`config.mk`:
```
export PLATFORM = sky130hd
export DESIGN_NAME = alu_4bit
export DESIGN_NICKNAME = d
export VERILOG_FILES = /design/src/rtl/alu_4bit.sv
export SDC_FILE = /design/constraint.sdc
export NUM_CORES = 1
export LEC_CHECK = 0
export CORE_UTILIZATION = 40
export DETAILED_ROUTE_END_ITERATION = 8
export PLACE_DENSITY = 0.76
export SYNTH_ARGS = -nofsm -noshare
export SYNTH_HDL_FRONTEND = slang
export SYNTH_SLANG_ARGS = --single-unit
```
`constraint.sdc`:
```
create_clock -name clk -period 1 [get_ports clk]
set_input_delay 0.3 -clock clk [delete_from_list [all_inputs] [get_ports clk]]
set_output_delay 0.3 -clock clk [all_outputs]
set_load 0.01 [all_outputs]
```
`src/rtl/alu_4bit.sv`:
```
// alu_4bit: registered WIDTH-bit ALU acting as a single-cycle execute stage.
//   clk       - rising-edge clock
//   rst       - asynchronous active-high reset, clears all outputs
//   A, B      - unsigned operands
//   sel       - operation select (ADD, SUB, AND, OR, XOR, NAND, NOR, XNOR)
//   in_valid  - qualifies A/B/sel in the current cycle
//   result    - registered result
//   Cout      - registered carry (ADD) / borrow (SUB), 0 for logic ops
//   zero      - registered, 1 when result is all zeros
//   out_valid - registered, 1 for the cycle after an accepted request
module alu_4bit #(
  parameter int unsigned WIDTH = 4
) (
  input  logic             clk,
  input  logic             rst,
  input  logic [WIDTH-1:0] A,
  input  logic [WIDTH-1:0] B,
  input  logic [2:0]       sel,
  input  logic             in_valid,
  output logic [WIDTH-1:0] result,
  output logic             Cout,
  output logic             zero,
  output logic             out_valid
);

  localparam int unsigned EXT_W = WIDTH + 1;

  typedef enum logic [2:0] {
    OP_ADD  = 3'b000,
    OP_SUB  = 3'b001,
    OP_AND  = 3'b010,
    OP_OR   = 3'b011,
    OP_XOR  = 3'b100,
    OP_NAND = 3'b101,
    OP_NOR  = 3'b110,
    OP_XNOR = 3'b111
  } op_e;

  logic [WIDTH-1:0] result_q, result_d;
  logic             cout_q, cout_d;
  logic             zero_q, zero_d;
  logic             valid_q, valid_d;

  logic [EXT_W-1:0] sum;
  logic [EXT_W-1:0] diff;
  logic [WIDTH-1:0] alu_res;
  logic             alu_cout;

  // Operation decode; all eight encodings are legal.
  always_comb begin
    // The extra top bit holds the carry for ADD and the borrow for SUB
    // (it goes high exactly when the zero-extended difference wraps, i.e. A < B).
    sum      = EXT_W'(A) + EXT_W'(B);
    diff     = EXT_W'(A) - EXT_W'(B);
    alu_res  = '0;
    alu_cout = 1'b0;
    case (op_e'(sel))
      OP_ADD:  begin alu_res = sum[WIDTH-1:0];  alu_cout = sum[WIDTH];  end
      OP_SUB:  begin alu_res = diff[WIDTH-1:0]; alu_cout = diff[WIDTH]; end
      OP_AND:  alu_res = A & B;
      OP_OR:   alu_res = A | B;
      OP_XOR:  alu_res = A ^ B;
      OP_NAND: alu_res = ~(A & B);
      OP_NOR:  alu_res = ~(A | B);
      OP_XNOR: alu_res = ~(A ^ B);
      default: ;
    endcase
  end

  // Next-state: capture on a valid request, otherwise hold and drop out_valid.
  always_comb begin
    result_d = result_q;
    cout_d   = cout_q;
    zero_d   = zero_q;
    valid_d  = 1'b0;
    if (in_valid) begin
      result_d = alu_res;
      cout_d   = alu_cout;
      zero_d   = (alu_res == '0);
      valid_d  = 1'b1;
    end
  end

  // Output registers.
  always_ff @(posedge clk or posedge rst) begin
    if (rst) begin
      result_q <= '0;
      cout_q   <= 1'b0;
      zero_q   <= 1'b0;
      valid_q  <= 1'b0;
    end else begin
      result_q <= result_d;
      cout_q   <= cout_d;
      zero_q   <= zero_d;
      valid_q  <= valid_d;
    end
  end

  assign result    = result_q;
  assign Cout      = cout_q;
  assign zero      = zero_q;
  assign out_valid = valid_q;

endmodule

```
### Word level (Yosys, flattened, before mapping)

Cells that the tools add are included.

| cells by class | value |
|---|---|
| add/sub/neg operators | 2 |
| eq/ne operators | 7 |
| multiplexer cells | 3 |
| bitwise operators | 6 |
| reductions and logical operators | 2 |

Operator list:

| operator | count |
|---|---|
| $pmux W4 S8 | 1 |
| $eq A3 B3 Y1 const B | 4 |
| $not A4 Y4 | 3 |
| $eq A3 B2 Y1 const B | 2 |
| $add A4 B4 Y5 | 1 |
| $sub A4 B4 Y5 | 1 |
| $and A4 B4 Y4 | 1 |
| $logic_not A4 Y1 | 1 |
| $or A4 B4 Y4 | 1 |
| $xor A4 B4 Y4 | 1 |
| $eq A3 B1 Y1 const B | 1 |
| $logic_not A3 Y1 | 1 |
| $pmux W1 S2 | 1 |
| $mux W1 | 1 |

| storage, ports and cells | value |
|---|---|
| register bits | 7 |
| bits of input ports | 14 |
| output and inout bits | 7 |
| word-level logic and storage cells | 24 |

### Longest topological paths before layout

Gate-level depths: netlist of the first run.

| depth | value |
|---|---|
| word-level depth | 4 |
| depth in mapped cells | 8 |
| gate-level depth less buffers | 8 |

### Worst setup path before layout of the first run

No wires, ideal clock.

| path | value |
|---|---|
| path kind | input port to flip-flop |
| start | input A[0] |
| end | register result_q[2] (netlist: result[2]) |
| library setup time | 0.125 ns |
| data arrival time | 2.111 ns |
| required time | 0.875 ns |
| slack | -1.235 ns |
| stages | 8 |
| path through | inv_1 -> ha_1 -> fa_1 -> xor2_1 -> mux4_1 -> a311oi_1 -> a21oi_1 -> mux2_2 |

| between the ends | value |
|---|---|
| word-level cells in the longest chain between the ends | 2 |
| elaborated cells between the ends (all ways) | 3 |
| those cells by class | add/sub: 2; mux: 1 |

Ends and longest elaborated chain:

| element | line | text |
|---|---|---|
| start, declared | 16 | `input logic [WIDTH-1:0] A,` |
| $sub A4 B4 Y5 or $add A4 B4 Y5 (tied branches) | 54, 53 |  |
| $pmux W4 S8 (*) | 57 | `case (op_e'(sel))` |
| end signal, assigned | 92 | `result_q <= result_d;` |
| end, declared | 39 | `logic [WIDTH-1:0] result_q, result_d;` |

Mark *: on every way between the ends. The rest lies on a longest branch, timed or not.
A chain may end at the register's enable or synchronous reset.

### Worst setup path after layout of the first run

Ends and elaborated chain as after synthesis.

==> results of run 1 <==
layer usage:
metal  global-route usage  vias to the layer above
li1                     -                      476
met1                0.288                      479
met2                0.429                       30
met3               0.0586                        5
met4               0.0619                        0
met5                    0                        -
repair_timing:
| item | in CTS | in global routing |
|---|---|---|
| pin swaps | 6 | 15 |
| resized for setup | 53 | 26 |
| endpoints found under the setup margin | 13 | 13 |
| setup buffers | 4 | 3 |
| hold buffers | 0 | 0 |
path summary, 6_finish.rpt:
path                            from        end  slack, ps  cells past startpoint
min in group clk           result[3]  result[3]        500                      1
max                             A[0]  result[2]       -960                      9
min reg2reg                result[3]  result[3]        500                      1
max reg2reg                result[0]  result[0]        110                      3
min                              rst  result[1]        270                      2
max in group asynchronous        rst       zero        510                      2
cells in the final DEF, fill, tap and decap left out, types with 5 or more instances in the layout:
| cell | n |
|---|---|
| inv_2 | 6 |
| buf_6 | 5 |
| buf_4 | 30 |
| ha_4 | 5 |
| inv_1 | 7 |
| buf_2 | 7 |
| dfrtp_1 | 7 |
| nor2_1 | 5 |
| nand2b_1 | 5 |
| ha_1 | 7 |
registers in the layout (all words and copies together) (netlist names):
signal and flops:
Cout 1, zero 1, out_valid 1, result 4
worst max-delay path, cell delays in order:
cell      delay [ps]
buf_12            90
inv_12            30
ha_4             150
fa_2             370
xor2_1           140
mux4_2           470
a311oi_2         210
a21oi_2           70
mux2_4           260
power groups by stage:
| stage | logic, µW | registers [µW] | clock network, µW |
|---|---|---|---|
| 6_report | 694 | 338 | 265 |
| 5_1_grt | 745 | 342 | 287 |
| 4_1_cts | 636 | 338 | 273 |
| 3_5_place_dp | 627 | 344 | 0 |
| 3_3_place_gp | 606 | 344 | 0 |
| 2_1_floorplan | 304 | 363 | 0 |
logic make-up after synthesis:
kind of cell | synth area share
DFF | 0.194
muxes | 0.0917
buffers and inverters | 0.103
AOI/OAI and AO/OA | 0.197
xor gates and xnor gates | 0.00972
and+or+nand+nor | 0.193
adders and majority gates | 0.211
area by class of cell:
| cell class | instances | share of cell area |
|---|---|---|
| Multi-Input combinational cell | 75 | 0.507 |
| Sequential cell | 7 | 0.116 |
| Timing Repair Buffer | 54 | 0.295 |
| Clock buffer | 4 | 0.0173 |
| Inverter | 14 | 0.0429 |
| Tap cell | 27 | 0.0223 |
per-stage QoR:
step | instance area [µm²] | TNS, ps
floorplan | 970 | -4050
global placement | 1380 | -9750
detailed placement | 1380 | -9970
CTS | 1440 | -5740
global route | 1520 | -5240
finish | 1520 | -4770
==> results.json, run 1 <==
{
  "power.total_uw": 1300,
  "relSlewSlack": 0.790,
  "numPortBuffers": 20,
  "cp.required_ps": 1140,
  "slew_violations": 0,
  "synthMostInstantiatedCell": "inv_1",
  "synth_top_area_share": 0.194,
  "ys.flop_type": "dfrtp_1",
  "via_count": 990,
  "fmax_mhz": 510,
  "tightest_slew_ps": 315,
  "drive_above_1_share": 0.500,
  "cap_violations": 0,
  "worstSetupEndpointType": "flop",
  "cts_made_buffers": 3,
  "switchingPower_uw": 447,
  "antenna_cells_inserted": 0,
  "dp.cells": 172,
  "detail_route.wl_per_cell_um": 14.8,
  "cts.path.max_buffers": 2,
  "first_pass_iters": 4,
  "internal_power_uw": 849,
  "drt-vias-per-instance": 5.47,
  "cts_tree": "built",
  "die-area_um2": 2450,
  "fillers": 160,
  "whs_ps": 272,
  "num_rows": 16,
  "die_y_um": 49.5,
  "fin_crit_sh": 1.96,
  "grt_pass1_vias": 1010,
  "multi_input_area_um2": 768,
  "synthCells": 102,
  "synth_area_leaders": "dfrtp_1 (19%), ha_1 (17%), mux2_2 (6.3%), inv_1 (5.8%), fa_1 (4.4%)",
  "critPathMaxFanout": 2,
  "synth.distinct_cells": 39,
  "antenna_found_initial": 0,
  "finalHoldViolCount": 0,
  "power.leakage_uw": 0.000743,
  "path_class": "in2reg",
  "synth_warnings": 0,
  "met3_wirelength_um": 102,
  "routed_wl_um": 2680,
  "grt_overflow": 0,
  "synth_fp_nets": 130,
  "met2WireLength_um": 1410,
  "wl_met1_um": 1140,
  "clock_latency_ps": 260,
  "synth_edf_count": 0,
  "die_w_um": 49.5,
  "syn_area_um2": 901,
  "rsz0062_at_grt": "yes",
  "highest_layer": "met4",
  "ir_worst_vdd_v": 0.000727,
  "p_comb_frac": 0.535,
  "dp.final_hpwl_um": 1900,
  "hold_class": "in2async",
  "synth_area_per_cell_um2": 8.83,
  "yosysTopAreaCell": "dfrtp_1",
  "cp.arrival_ps": 2100,
  "switching_share": 0.345,
  "core_um2": 2040,
  "root_buffer": "clkbuf_4",
  "seq_power_share": 0.261,
  "clkPwrFrac": 0.204,
  "htree_num_levels": 1,
  "ys_seq_area_frac": 0.194,
  "synthTopCellsByCount": "inv_1 (14), ha_1 (12), dfrtp_1 (7), nor2_1 (7)",
  "antenna_left": 0,
  "ys_ff_latch": 7,
  "fin_util": 0.743,
  "grt_pass1_wl_um": 4550,
  "clock_sinks": 7,
  "p_per_area_nw_per_um2": 855,
  "post-route-min-period_ps": 1960,
  "setup_violations": 13,
  "pin_count": 21,
  "async_flop_share": 1.00,
  "initial_core_util": 0.441,
  "clk_pin_slew_worst_paths_ps": 50,
  "finish.net_count": 183,
  "final_cells": 181,
  "status": "complete, but fails checks",
  "drc": 0,
  "grt_max_degree": 12,
  "critPathLaunchType": "primary input",
  "finClkSkew_ps": 0,
  "areaGrowthSynthToFinish_pct": 68.3,
  "place_congestion": 0.946,
  "dp_slack_ps": -1760,
  "drtIter0Drc": 31,
  "violations": "setup timing",
  "regArea_um2": 175,
  "setup_ws_ps": -961,
  "grtUsageTotal": 0.241
}
Power figures use the tool's default switching activity.
==> run 2: changes to the inputs <==
--- a/config.mk
+++ b/config.mk
@@ -5,9 +5,10 @@
 export SDC_FILE = /design/constraint.sdc
 export NUM_CORES = 1
 export LEC_CHECK = 0
-export CORE_UTILIZATION = 40
+export CORE_ASPECT_RATIO = 1.2
+export CORE_UTILIZATION = 35
 export DETAILED_ROUTE_END_ITERATION = 8
-export PLACE_DENSITY = 0.76
+export PLACE_DENSITY = 0.69
 export SYNTH_ARGS = -nofsm -noshare
 export SYNTH_HDL_FRONTEND = slang
 export SYNTH_SLANG_ARGS = --single-unit
==> results.json, run 2 (synthesized netlist as in run 1, its figures left out) <==
{
  "first_pass_iters": 4,
  "dp.final_hpwl_um": 1970,
  "place_congestion": 0.850,
  "relSlewSlack": 0.696,
  "drc": 0,
  "placed_area_um2": 1420,
  "critPathMaxFanout": 2,
  "final_area_um2": 1650,
  "core_um2": 2350,
  "rsz0062_at_grt": "yes",
  "dp.cells": 180,
  "grt_overflow": 0,
  "worstSetupEndpointType": "flop",
  "die_y_um": 57.6,
  "grt_pass1_vias": 1013,
  "regArea_um2": 175,
  "cpPeakStageDelay_ps": 480,
  "path_class": "in2reg",
  "cp.required_ps": 1140,
  "ir_worst_vdd_v": 0.00125,
  "cpMaxStageDelayCell": "mux4_2",
  "antenna_cells_inserted": 0,
  "finalHoldViolCount": 0,
  "cts_made_buffers": 3,
  "antenna_left": 0,
  "fin_crit_sh": 2.00,
  "layout_commonest_cell": "buf_4",
  "setup_ws_ps": -998,
  "cap_violations": 0,
  "post-route-min-period_ps": 2000,
  "critPathTopFamily": "multiplexers",
  "htree_num_levels": 1,
  "clock_sinks": 7,
  "areaGrowthSynthToFinish_pct": 83.5,
  "numPortBuffers": 20,
  "drtIter0Drc": 13,
  "final_cell_mix": "buf_4 (35), buf_6 (9), buf_2 (8), dfrtp_1 (7), nor2_1 (7)",
  "crit_chain": "buf_12 > inv_12 > ha_4 > fa_2 > xor2_1 > mux4_2 > a311oi_2 > a21oi_2 > mux2_4",
  "cts_tree": "built",
  "cp.arrival_ps": 2140,
  "tightest_slew_ps": 450,
  "final_cells": 195,
  "multi_input_area_um2": 800,
  "grtUsageTotal": 0.207,
  "clock_latency_ps": 250,
  "finish.net_count": 193,
  "die_w_um": 48.3,
  "grt_pass1_wl_um": 4530,
  "p_per_area_nw_per_um2": 847,
  "drt-vias-per-instance": 5.21,
  "violations": "setup timing",
  "setup_violations": 13,
  "num_rows": 19,
  "die-area_um2": 2780,
  "root_buffer": "clkbuf_4",
  "detail_route.wl_per_cell_um": 14.3,
  "clk_pin_slew_worst_paths_ps": 60,
  "fmax_mhz": 500,
  "antenna_found_initial": 0,
  "grt_max_degree": 11,
  "critPathLaunchType": "primary input",
  "initial_core_util": 0.383,
  "largest_reg_flops": 4,
  "cp.buffers_inverters": 2,
  "fillers": 162,
  "slew_violations": 0,
  "drive_above_1_share": 0.585,
  "cts.path.max_buffers": 2,
  "hold_class": "in2async",
  "power.leakage_uw": 0.000776,
  "pin_count": 21,
  "via_count": 1016,
  "status": "complete, but fails checks",
  "finClkSkew_ps": 0,
  "routed_wl_um": 2790
}
run 2: per-layer routing:
metal	GRT usage	wire length [µm]	vias to the layer above
met2	0.416	1570	19
met4	0.0336	13	0
met1	0.232	1110	506
met5	0	0	-
met3	0.0293	95	2
li1	-	-	489
run 2: layout make-up:
type                       count  share of cell area
multi-input combinational     75               0.484
timing repair buffer          64               0.324
sequential                     7               0.106
inverter                      14              0.0469
tap                           31              0.0235
clock buffer                   4              0.0159
run 2: final timing paths:
path / start / endpoint / slack, ps / depth (start not counted)
worst max-delay path: A[0] / result[2] / -1000 / 9
worst min-delay path: rst / result[0] / 270 / 2
worst max register to register: result[2] / result[2] / 100 / 2
worst min register to register: result[3] / result[3] / 510 / 1
min in group clk: result[3] / result[3] / 510 / 1
max in group asynchronous: rst / Cout / 510 / 2
run 2: power by group:
part | total (µW) | switching (µW) | leakage, µW | internal [µW]
clock | 262 | 110 | 0.0000150 | 153
sequential | 341 | 18.8 | 0.0000850 | 322
combinational | 798 | 348 | 0.000676 | 450
run 2: through the flow:
stage / total power, µW / setup slack [ps] / hold WS, ps / utilization / TNS [ps]
finish: 1400 / -998 / 270 / 0.702 / -4520
global route: 1490 / -1030 / 303 / 0.702 / -5010
CTS: 1340 / -1060 / 279 / 0.674 / -4990
detailed placement: 981 / -1850 / 490 / 0.601 / -10450
global placement: 965 / -1810 / 475 / 0.601 / -10220
floorplan: 667 / -1060 / 103 / - / -4050
run 2: timing repair:
item                                    4_1_cts  5_1_grt
resized for setup                            90       23
endpoints found under the hold margin         0        0
buffers inserted                             10        3
hold buffers                                  0        0
endpoints found under the setup margin       13       13
pin swaps                                    18       14
==> run 3: changes to the inputs <==
==> constraint.sdc (replaced) <==
create_clock -name clk -period 2.5 [get_ports clk]
set_input_delay 0.75 -clock clk [delete_from_list [all_inputs] [get_ports clk]]
set_output_delay 0.75 -clock clk [all_outputs]
set_load 0.01 [all_outputs]
==> results.json, run 3 (synthesized netlist as in run 1, its figures left out) <==
{
  "cpMaxStageDelayCell": "mux4_2",
  "clock_sinks": 7,
  "worstSetupEndpointType": "flop",
  "root_buffer": "clkbuf_4",
  "final_cells": 177,
  "crit_chain": "buf_8 > inv_12 > ha_4 > fa_2 > xor2_1 > mux4_2 > a311oi_2 > a21oi_2 > mux2_4",
  "power.leakage_uw": 0.000638,
  "cp.buffers_inverters": 2,
  "critPathTopFamily": "multiplexers",
  "die_w_um": 48.3,
  "whs_ps": 493,
  "core_um2": 2350,
  "antenna_found_initial": 0,
  "p_per_area_nw_per_um2": 353,
  "first_pass_iters": 4,
  "antenna_cells_inserted": 0,
  "grt_pass1_wl_um": 3750,
  "numPortBuffers": 20,
  "finClkSkew_ps": 0,
  "final_area_um2": 1380,
  "detail_route.wl_per_cell_um": 12.6,
  "via_count": 919,
  "initial_core_util": 0.383,
  "post-route-min-period_ps": 2480,
  "fin_crit_sh": 0.991,
  "clk_pin_slew_worst_paths_ps": 60,
  "cts_made_buffers": 3,
  "routed_wl_um": 2220,
  "grt_max_degree": 13,
  "final_cell_mix": "buf_4 (26), clkdlybuf4s50_1 (14), inv_1 (10), ha_1 (9)",
  "slew_violations": 0,
  "die_y_um": 57.6,
  "drt-vias-per-instance": 5.19,
  "clock_latency_ps": 240,
  "htree_num_levels": 1,
  "cp.required_ps": 2640,
  "finalHoldViolCount": 0,
  "areaGrowthSynthToFinish_pct": 53.5,
  "num_rows": 19,
  "dp.final_hpwl_um": 1830,
  "status": "finished clean",
  "fin_util": 0.587,
  "die-area_um2": 2780,
  "largest_reg_flops": 4,
  "relSlewSlack": 0.743,
  "drive_above_1_share": 0.336,
  "place_congestion": 0.843,
  "path_class": "in2reg",
  "ir_worst_vdd_v": 0.000404,
  "cap_violations": 0,
  "drc": 0,
  "cts_tree": "built",
  "postCtsHoldBufs": 0,
  "grtUsageTotal": 0.171,
  "hold_class": "reg2reg",
  "tightest_slew_ps": 384,
  "dp.cells": 173,
  "finish.net_count": 175,
  "critPathLaunchType": "primary input",
  "cts.path.max_buffers": 2,
  "power.total_uw": 489,
  "antenna_left": 0,
  "layout_commonest_cell": "buf_4",
  "critPathMaxFanout": 2,
  "drtIter0Drc": 24,
  "cp.arrival_ps": 2620,
  "setup_violations": 0,
  "grt_overflow": 0,
  "grt_pass1_vias": 882,
  "cpPeakStageDelay_ps": 480,
  "fmax_mhz": 403,
  "pin_count": 21,
  "placed_area_um2": 1320
}
## run 3: cell types whose count changed in the layout (fill, tap and decap cells not counted), sizes merged
cell	change
buf	-28
clkbuf	-2
clkdlybuf4s15	-1
clkdlybuf4s50	+12
dlygate4sd2	+1
## run 3: final timing paths
check,from,end,slack (ps),cells past startpoint
min reg2reg,result[0],result[0],490,1
min in group asynchronous,rst,result[2],720,2
max,A[0],result[2],20,9
max reg2reg,Cout,Cout,1670,2
min,result[0],result[0],490,1
max in group asynchronous,rst,Cout,1560,2
## run 3: report_power, final
| part | total [µW] | switching, µW | internal (µW) | leakage (µW) |
|---|---|---|---|---|
| logic | 247 | 109 | 138 | 0.000538 |
| registers | 137 | 8.46 | 129 | 0.0000850 |
| clock network | 104 | 43.0 | 61.0 | 0.0000150 |
| total | 489 | 161 | 328 | 0.000638 |
## run 3: final cells by class
class	instances	area, µm²
fill	207	971
timing repair buffer	46	390
inverter	14	65.1
clock buffer	4	26.3
sequential	7	175
multi-input combinational	75	687
tap	31	38.8
## run 3: per-stage QoR
step | setup TNS, ps | setup WS (ps)
after global routing | -16.4 | -16.4
final | 0 | 21.6
after detailed placement | -2680 | -735
after CTS | -104 | -85.5
after global placement | -2500 | -698
after floorplan | -16.3 | -16.3
## run 3: routing by layer
metal  up-vias  routed length, µm  global-route usage
met4         0                  0              0.0336
met5         -                  0                   0
met2        19               1180               0.312
met1       442                963               0.212
met3         0                 75              0.0267
li1        458                  -                   -
## run 3: timing repair
action	4_1_cts	5_1_grt
endpoints found under the hold margin	0	0
pin swaps	5	3
setup buffers	1	0
endpoints found under the setup margin	4	3
resized for setup	17	6
## run 3: worst register-to-register path, delay by kind of cell (launching register included)
| kind | cells | cell delay, ps |
|---|---|---|
| flops | 1 | 380 |
| simple gates | 1 | 130 |
| compound gates | 1 | 210 |
